--- config.mk ---
export PLATFORM = sky130hd
export DESIGN_NAME = if_fetch_stage
export DESIGN_NICKNAME = d
export VERILOG_FILES = /design/src/rtl/if_fetch_stage.sv
export SDC_FILE = /design/constraint.sdc
export NUM_CORES = 1
export LEC_CHECK = 0
export CAP_MARGIN = 20
export CORE_ASPECT_RATIO = 1.5
export CORE_MARGIN = 2
export CORE_UTILIZATION = 45
export CTS_CLUSTER_DIAMETER = 150
export DETAILED_ROUTE_END_ITERATION = 12
export PLACE_DENSITY = 0.77
export SETUP_SLACK_MARGIN = 0.1
export SYNTH_ARGS = -nofsm -noshare
export SYNTH_HDL_FRONTEND = slang
export SYNTH_SLANG_ARGS = --single-unit
--- constraint.sdc ---
create_clock -name CLOCK -period 13.6 [get_ports CLOCK]
set_input_delay 2.72 -clock CLOCK [delete_from_list [all_inputs] [get_ports CLOCK]]
set_output_delay 2.72 -clock CLOCK [all_outputs]
set_load 0.02 [all_outputs]
--- src/rtl/if_fetch_stage.sv ---
// Instruction-fetch stage of the pipelined LEGv8 core.
// Owns the PC, drives the instruction-memory address and loads the IF/ID
// pipeline register. Handles hazard stalls, branch-redirect flushes, a
// multi-cycle instruction memory, and halts on a misaligned redirect target.
//
// Ports:
//   CLOCK            in   rising-edge clock
//   RESET            in   asynchronous active-high reset
//   imem_addr        out  fetch address (PC register)
//   imem_instr       in   instruction word at imem_addr
//   imem_ready       in   imem_instr valid this cycle
//   stall            in   hold PC and IF/ID
//   redirect         in   taken branch: flush IF/ID and jump
//   redirect_target  in   new PC when redirect=1
//   ifid_pc          out  PC of instruction in IF/ID
//   ifid_instr       out  instruction in IF/ID (NOP_INSTR when invalid)
//   ifid_valid       out  IF/ID holds a real instruction
//   fetch_fault      out  sticky misaligned-redirect flag
//   fetch_count      out  instructions loaded into IF/ID (wraps)
module if_fetch_stage #(
    parameter logic [63:0] RESET_PC  = 64'h0,
    parameter logic [31:0] NOP_INSTR = 32'hD503201F
) (
    input  logic        CLOCK,
    input  logic        RESET,
    output logic [63:0] imem_addr,
    input  logic [31:0] imem_instr,
    input  logic        imem_ready,
    input  logic        stall,
    input  logic        redirect,
    input  logic [63:0] redirect_target,
    output logic [63:0] ifid_pc,
    output logic [31:0] ifid_instr,
    output logic        ifid_valid,
    output logic        fetch_fault,
    output logic [31:0] fetch_count
);

    localparam int unsigned PC_W    = 64;
    localparam int unsigned INSTR_W = 32;
    localparam int unsigned CNT_W   = 32;

    typedef enum logic [1:0] {
        ST_BOOT  = 2'd0,
        ST_RUN   = 2'd1,
        ST_FAULT = 2'd2
    } state_t;

    state_t             state_q, state_d;
    logic [PC_W-1:0]    pc_q, pc_d;
    logic [PC_W-1:0]    ifid_pc_q, ifid_pc_d;
    logic [INSTR_W-1:0] ifid_instr_q, ifid_instr_d;
    logic               ifid_valid_q, ifid_valid_d;
    logic               fault_q, fault_d;
    logic [CNT_W-1:0]   count_q, count_d;

    // State and datapath registers
    always_ff @(posedge CLOCK or posedge RESET) begin
        if (RESET) begin
            state_q      <= ST_BOOT;
            pc_q         <= RESET_PC;
            ifid_pc_q    <= '0;
            ifid_instr_q <= NOP_INSTR;
            ifid_valid_q <= 1'b0;
            fault_q      <= 1'b0;
            count_q      <= '0;
        end else begin
            state_q      <= state_d;
            pc_q         <= pc_d;
            ifid_pc_q    <= ifid_pc_d;
            ifid_instr_q <= ifid_instr_d;
            ifid_valid_q <= ifid_valid_d;
            fault_q      <= fault_d;
            count_q      <= count_d;
        end
    end

    // Next-state and next-register logic; priority redirect > stall > !ready > advance
    always_comb begin
        state_d      = state_q;
        pc_d         = pc_q;
        ifid_pc_d    = ifid_pc_q;
        ifid_instr_d = ifid_instr_q;
        ifid_valid_d = ifid_valid_q;
        fault_d      = fault_q;
        count_d      = count_q;

        case (state_q)
            ST_BOOT: begin
                // One idle cycle after reset; IF/ID stays a bubble
                state_d      = ST_RUN;
                ifid_instr_d = NOP_INSTR;
                ifid_valid_d = 1'b0;
            end
            ST_RUN: begin
                if (redirect) begin
                    ifid_instr_d = NOP_INSTR;
                    ifid_valid_d = 1'b0;
                    if (redirect_target[1:0] != 2'b00) begin
                        fault_d = 1'b1;
                        state_d = ST_FAULT;
                    end else begin
                        pc_d = redirect_target;
                    end
                end else if (stall) begin
                    // Hold everything exactly
                    pc_d = pc_q;
                end else if (!imem_ready) begin
                    ifid_instr_d = NOP_INSTR;
                    ifid_valid_d = 1'b0;
                end else begin
                    ifid_pc_d    = pc_q;
                    ifid_instr_d = imem_instr;
                    ifid_valid_d = 1'b1;
                    pc_d         = pc_q + PC_W'(4);
                    count_d      = count_q + CNT_W'(1);
                end
            end
            default: begin
                // Fault (or illegal encoding): frozen bubble until reset
                state_d      = ST_FAULT;
                ifid_instr_d = NOP_INSTR;
                ifid_valid_d = 1'b0;
            end
        endcase
    end

    assign imem_addr   = pc_q;
    assign ifid_pc     = ifid_pc_q;
    assign ifid_instr  = ifid_instr_q;
    assign ifid_valid  = ifid_valid_q;
    assign fetch_fault = fault_q;
    assign fetch_count = count_q;

endmodule

==> flow_summary.json, run 1 <==
{
  "die_h_um": 183,
  "syn_area_per_cell_um2": 9.18,
  "reg2reg_slack_ns": 10.93,
  "crit_top_cell": "buf_4",
  "cts_hold_buf": 0,
  "cts_tree": "yes",
  "worstReg2RegStart": "imem_addr[7]$_DFFE_PP0P_",
  "ctsResizeCount": 0,
  "final_cells": 1575,
  "die-area_um2": 22500,
  "ioPinCount": 295,
  "drt_iter0_drc": 794,
  "cts_setup_buffers": 0,
  "clk_pin_slew_worst_paths_ns": 0.07,
  "final_antenna_net_count": 0,
  "dr.pass1.iters": 5,
  "synth_cell_types": 62,
  "start_util": 0.456,
  "synth_nets": 1146,
  "endpoint": "imem_addr[62]$_DFFE_PP0P_",
  "period_share": 0.373,
  "r2r-end": "imem_addr[57]$_DFFE_PP0P_",
  "ys_seq_elements": 196,
  "worstPathArrival_ns": 5.39,
  "crit_path_end_kind": "register",
  "place.gp.congestion": 0.878,
  "drv_slew": 0,
  "hp-class": "register to register",
  "power.density_cell_area_nw_per_um2": 107,
  "critPathSlowestCell": "nor3b_1",
  "root_buffer": "clkbuf_16",
  "track_usage": 0.269,
  "cts_sinks": 196,
  "finClkSkew_ns": 0.00996,
  "yosys.area.top_type_share": 0.478,
  "drive_gt1_frac": 0.0613,
  "yosys.area.top_type": "dfrtp_1",
  "startpoint": "redirect",
  "syn_to_final_growth_pct": 38.3,
  "async_reset_ff_frac": 1.00,
  "dieWidth_um": 123,
  "grt_pass1_wl_um": 47200,
  "setup_violations": 0,
  "cts.htree.levels": 4,
  "max_slew_margin": 0.313,
  "via_per_inst": 5.78,
  "cp_num_buf_inv": 3,
  "yosysWarnings": 0,
  "drt_wl_total_um": 30100,
  "critical_path.top_delay_family": "buffers and inverters",
  "cp.depth": 8,
  "clk_latency_ns": 0.44,
  "nets": 1396,
  "postLayoutCellArea_um2": 13200,
  "fin_tns_setup_ns": 0,
  "numCtsBuffers": 17,
  "clock.fmax_mhz": 197,
  "worstMarginPinSlew_ns": 1.03,
  "synth_edf_count": 0,
  "placedCellCount": 1541,
  "finalCriticalPeriod_ns": 5.08,
  "netlist_area_um2": 9580,
  "gr-total-overflow": 0,
  "synthFlopType": "dfrtp_1",
  "worstPathCellList": "buf_2 > buf_4 > nor3b_1 > o21a_2 > buf_4 > mux2_2 > o31ai_1 > a21oi_1",
  "std_cell_rows": 65,
  "drc": 0,
  "syn_inst": 1043,
  "grt_antenna_before_repair": 1,
  "grt_start_max_net_pins": 121,
  "p_leak_nw": 5.68,
  "path_max_fanout": 76,
  "clock_path_buffers": 2,
  "reg2reg_depth": 5,
  "synth_area_leaders": "dfrtp_1, nand2_1, nand4_1, dfstp_2, nand3_1",
  "grt_pass1_vias": 8740,
  "io_buffer_count": 294,
  "yosysSeqAreaShare": 0.514,
  "status": "completed",
  "hold_viol": 0,
  "rsz0062_at_grt": "false",
  "cap_violations": 0,
  "coreArea_um2": 21000,
  "dp_hpwl_um": 21100,
  "required_ns": 13.92,
  "wl_per_cell_um": 19.1,
  "crit_type": "primary input to register",
  "peakVddDrop_v": 0.0000763,
  "slowest_delay_ns": 0.66,
  "vias": 9104,
  "critPathLaunchType": "primary input",
  "place_area_um2": 12700
}
[metrics by stage]
stage,setup WS [ns],utilization,power (mW),hold WS [ns]
CTS,8.51,0.630,1.42,0.475
finish,8.52,0.631,1.41,0.469
global placement,8.15,0.603,0.943,0.457
global route,8.28,0.631,1.47,0.497
detailed placement,8.05,0.603,0.948,0.462
floorplan,5.56,-,0.799,0.503
[kinds of logic (layout without fill, tap and decap cells)]
| family | after synthesis | after routing | synth area share |
|---|---|---|---|
| buf+inv | 86 | 349 | 0.0353 |
| fa+ha+maj | 2 | 2 | 0.00261 |
| flops | 196 | 196 | 0.514 |
| compound gates | 171 | 171 | 0.119 |
| simple gates | 536 | 536 | 0.279 |
| xor+xnor | 31 | 31 | 0.0284 |
| other cells | 0 | 1 | 0 |
| mux | 21 | 21 | 0.0222 |
[layout by cell type, fill, tap and decap left out, drive strengths merged, types with 6 or more instances in the layout]
cell	instances
a21oi	41
nand3	51
nor2b	6
xnor2	25
nor4	27
clkinv	6
nand2	253
xor2	6
clkbuf	21
a22o	20
o21ai	30
buf	11
dfstp	13
clkdlybuf4s50	293
nor3b	6
nor3	20
o22a	14
and4	7
or4	10
and3	16
nand4	61
nor2	53
dfrtp	183
nand2b	7
o22ai	26
inv	15
mux2i	19
[state kept, by name, indices dropped and copies added (netlist names)]
name         flops
fetch_fault      1
ifid_instr      32
fetch_count     32
ifid_pc         64
ifid_valid       1
state_q          2
imem_addr       64
[area by class of cell]
cell class              instances  area, um2
fillers                      1816       7740
flip-flops and latches        196       4920
multi-input cells             761       4340
repair buffers                304       3030
clock buffers                  21        470
well taps                     268        335
clock inverters                11       77.6
inverters                      13       56.3
diodes                          1       2.50
[how the worst min path moves through the flow]
| stage | from | end | cells after the start |
|---|---|---|---|
| final | fetch_count[31]$_DFFE_PP0P_ | fetch_count[31]$_DFFE_PP0P_ | 1 |
| after global routing | ifid_pc[49]$_DFFE_PP0P_ | ifid_pc[49]$_DFFE_PP0P_ | 2 |
| after CTS | fetch_count[31]$_DFFE_PP0P_ | fetch_count[31]$_DFFE_PP0P_ | 1 |
| after detailed placement | ifid_pc[26]$_DFFE_PP0P_ | ifid_pc[26]$_DFFE_PP0P_ | 2 |
| after global placement | ifid_pc[55]$_DFFE_PP0P_ | ifid_pc[55]$_DFFE_PP0P_ | 2 |
| after floorplan | state_q[0]$_DFFE_PP0P_ | state_q[1]$_DFFE_PP0P_ | 1 |
[worst reg2reg max path: stages (launching register included)]
cell	delay [ns]
dfrtp_1	0.56
nand4_4	0.30
nor4_4	0.74
nand4_2	0.35
o211ai_1	0.26
or3b_1	0.36
[Yosys cell counts (all sizes together) (2+ instances only)]
| cell | count |
|---|---|
| nand2 | 253 |
| dfrtp | 183 |
| nand4 | 61 |
| clkbuf | 57 |
| nor2 | 53 |
| nand3 | 51 |
| a21oi | 41 |
| o21ai | 30 |
| nor4 | 27 |
| o22ai | 26 |
| xnor2 | 25 |
| a22o | 20 |
| nor3 | 20 |
| mux2i | 19 |
| and3 | 16 |
| buf | 16 |
| o22a | 14 |
| dfstp | 13 |
| inv | 13 |
| or4 | 10 |
| and4 | 7 |
| nand2b | 7 |
| nor2b | 6 |
| nor3b | 6 |
| xor2 | 6 |
| a22oi | 5 |
| and2 | 5 |
| o211ai | 5 |
| or2 | 5 |
| or3 | 5 |
| a21o | 4 |
| a211o | 3 |
| a32oi | 3 |
| o21a | 3 |
| o2bb2ai | 3 |
| a211oi | 2 |
| a221oi | 2 |
| ha | 2 |
| mux2 | 2 |
| o311a | 2 |
| o31ai | 2 |
| or3b | 2 |
[where the power goes]
part / internal, mW / switching, mW
Combinational: 0.124 / 0.129
Clock: 0.249 / 0.228
Sequential: 0.623 / 0.0611
[per-layer routing]
metal,track usage,part of all wire
met1,0.332,0.39
met2,0.463,0.51
met3,0.0459,0.061
met4,0.106,0.033
met5,0,0
Note: power is estimated with default switching activity, not from simulation.
==> run 2, diff against run 1 <==
==> constraint.sdc (replaced) <==
create_clock -name CLOCK -period 5.1 [get_ports CLOCK]
set_input_delay 1.02 -clock CLOCK [delete_from_list [all_inputs] [get_ports CLOCK]]
set_output_delay 1.02 -clock CLOCK [all_outputs]
set_load 0.02 [all_outputs]
==> run 2 against run 1 <==
Effect of this change:
- total power grew to 2.7 times the previous value
- global-route usage shrank 0.15 points
- clock power grew to 2.8 times the previous value
- via count shrank 0.72%
- die area is the same
- first-iteration DRC count shrank 0.88%
- worst hold slack lost 0.0094 ns
- flip-flop and latch count is the same
- register-to-register slack lost 8.5 ns
- count of clock-buffer cells in the layout shrank 1
- clock skew grew 0.0033 ns
- non-clock buffer count grew 5
==> flow_summary.json, run 2 (synthesis gave the netlist of run 1 again) <==
{
  "worstPathCellList": "clkdlybuf4s50_1 > nor2b_1 > nand2_4 > buf_4 > or4_1 > nand3_1",
  "hp-class": "register to register",
  "critPathSlowestCell": "or4_1",
  "drt_iter0_drc": 787,
  "cts_setup_buffers": 0,
  "syn_to_final_growth_pct": 39.1,
  "dieWidth_um": 123,
  "grt_start_max_net_pins": 117,
  "p_total_mw": 3.83,
  "start_util": 0.456,
  "grt_pass1_wl_um": 46500,
  "root_buffer": "clkbuf_16",
  "numCtsBuffers": 17,
  "slowest_delay_ns": 0.60,
  "drive_gt1_frac": 0.0634,
  "place.gp.congestion": 0.897,
  "drc": 0,
  "drt_wl_total_um": 30300,
  "track_usage": 0.267,
  "coreArea_um2": 21000,
  "wl_per_cell_um": 19.2,
  "ioPinCount": 295,
  "vias": 9038,
  "via_per_inst": 5.73,
  "p_leak_nw": 5.71,
  "period_share": 0.619,
  "cts.htree.levels": 4,
  "path_max_fanout": 76,
  "grt_pass1_vias": 8539,
  "status": "completed",
  "setup_violations": 0,
  "finClkSkew_ns": 0.0133,
  "required_ns": 5.47,
  "place_area_um2": 12700,
  "dp_hpwl_um": 21500,
  "final_antenna_net_count": 0,
  "finalCriticalPeriod_ns": 3.15,
  "clock.fmax_mhz": 317,
  "critPathLaunchType": "primary input",
  "crit_type": "primary input to register",
  "num_antenna_cells": 0,
  "clk_pin_slew_worst_paths_ns": 0.07,
  "fin_tns_setup_ns": 0,
  "worstMarginPinSlew_ns": 0.811,
  "hold_viol": 0,
  "cap_violations": 0,
  "cts_sinks": 196,
  "postLayoutCellArea_um2": 13300,
  "clk_latency_ns": 0.44,
  "die-area_um2": 22500,
  "clock_path_buffers": 2,
  "final_cell_mix": "clkdlybuf4s50_1, nand2_1, dfrtp_1",
  "cts_hold_buf": 0,
  "io_buffer_count": 294,
  "ctsResizeCount": 0,
  "grt_antenna_before_repair": 0,
  "power.density_cell_area_nw_per_um2": 288,
  "crit_path_end_kind": "register",
  "worstPathArrival_ns": 3.53,
  "die_h_um": 183,
  "final_common_cell": "clkdlybuf4s50_1",
  "gr-total-overflow": 0,
  "max_slew_margin": 0.459,
  "dr.pass1.iters": 5,
  "cts_tree": "yes",
  "rsz0062_at_grt": "false",
  "peakVddDrop_v": 0.000227,
  "drv_slew": 0,
  "nets": 1401,
  "std_cell_rows": 65
}
==> run 2: metal layers <==
metal | global-route usage | wire length [um] | vias to the layer above
met1 | 0.329 | 12000 | 4326
met5 | 0 | 0 | -
met4 | 0.111 | 1170 | 0
li1 | - | - | 4229
met3 | 0.0478 | 1770 | 82
met2 | 0.458 | 15300 | 401
==> run 2: worst paths after layout <==
check / slack, ns / to / from / cells after the start
setup / recovery: 1.95 / imem_addr[37]$_DFFE_PP0P_ / imem_ready / 6
hold reg to reg: 0.46 / fetch_fault$_DFFE_PP0P_ / fetch_fault$_DFFE_PP0P_ / 1
min in group asynchronous: 0.99 / ifid_instr[10]$_DFFE_PP0P_ / RESET / 2
hold / removal: 0.46 / fetch_fault$_DFFE_PP0P_ / fetch_fault$_DFFE_PP0P_ / 1
max in group asynchronous: 3.10 / imem_addr[8]$_DFFE_PP0P_ / RESET / 3
setup reg to reg: 2.40 / imem_addr[57]$_DFFE_PP0P_ / imem_addr[7]$_DFFE_PP0P_ / 5
==> run 2: where the power goes <==
| part | switching, mW | leakage (nW) | internal [mW] | total (mW) |
|---|---|---|---|---|
| logic | 0.351 | 2.86 | 0.332 | 0.682 |
| registers | 0.160 | 2.58 | 1.66 | 1.82 |
| clock network | 0.595 | 0.269 | 0.736 | 1.33 |
| total | 1.11 | 5.71 | 2.73 | 3.83 |
==> run 2: layout make-up <==
| cell class | instances | area, um2 |
|---|---|---|
| flip-flops and latches | 196 | 4920 |
| clock buffers | 20 | 447 |
| fillers | 1781 | 7660 |
| clock inverters | 11 | 130 |
| repair buffers | 309 | 3090 |
| well taps | 268 | 335 |
| multi-input cells | 761 | 4340 |
| inverters | 13 | 52.6 |
==> run 2: critical path: cells and delay by family <==
| family | cells | cell delay [ns] |
|---|---|---|
| AND/OR/NAND/NOR | 4 | 1.54 |
| buffers and inverters | 2 | 0.95 |
==> run 2: per-stage QoR <==
step,instances,utilization,hold WS [ns],setup slack [ns]
2_1_floorplan,1043,-,0.503,1.56
3_3_place_gp,1546,0.606,0.439,1.54
3_5_place_dp,1546,0.606,0.450,1.48
4_1_cts,1577,0.634,0.465,1.92
5_1_grt,1578,0.635,0.492,1.80
6_report,1578,0.635,0.460,1.95
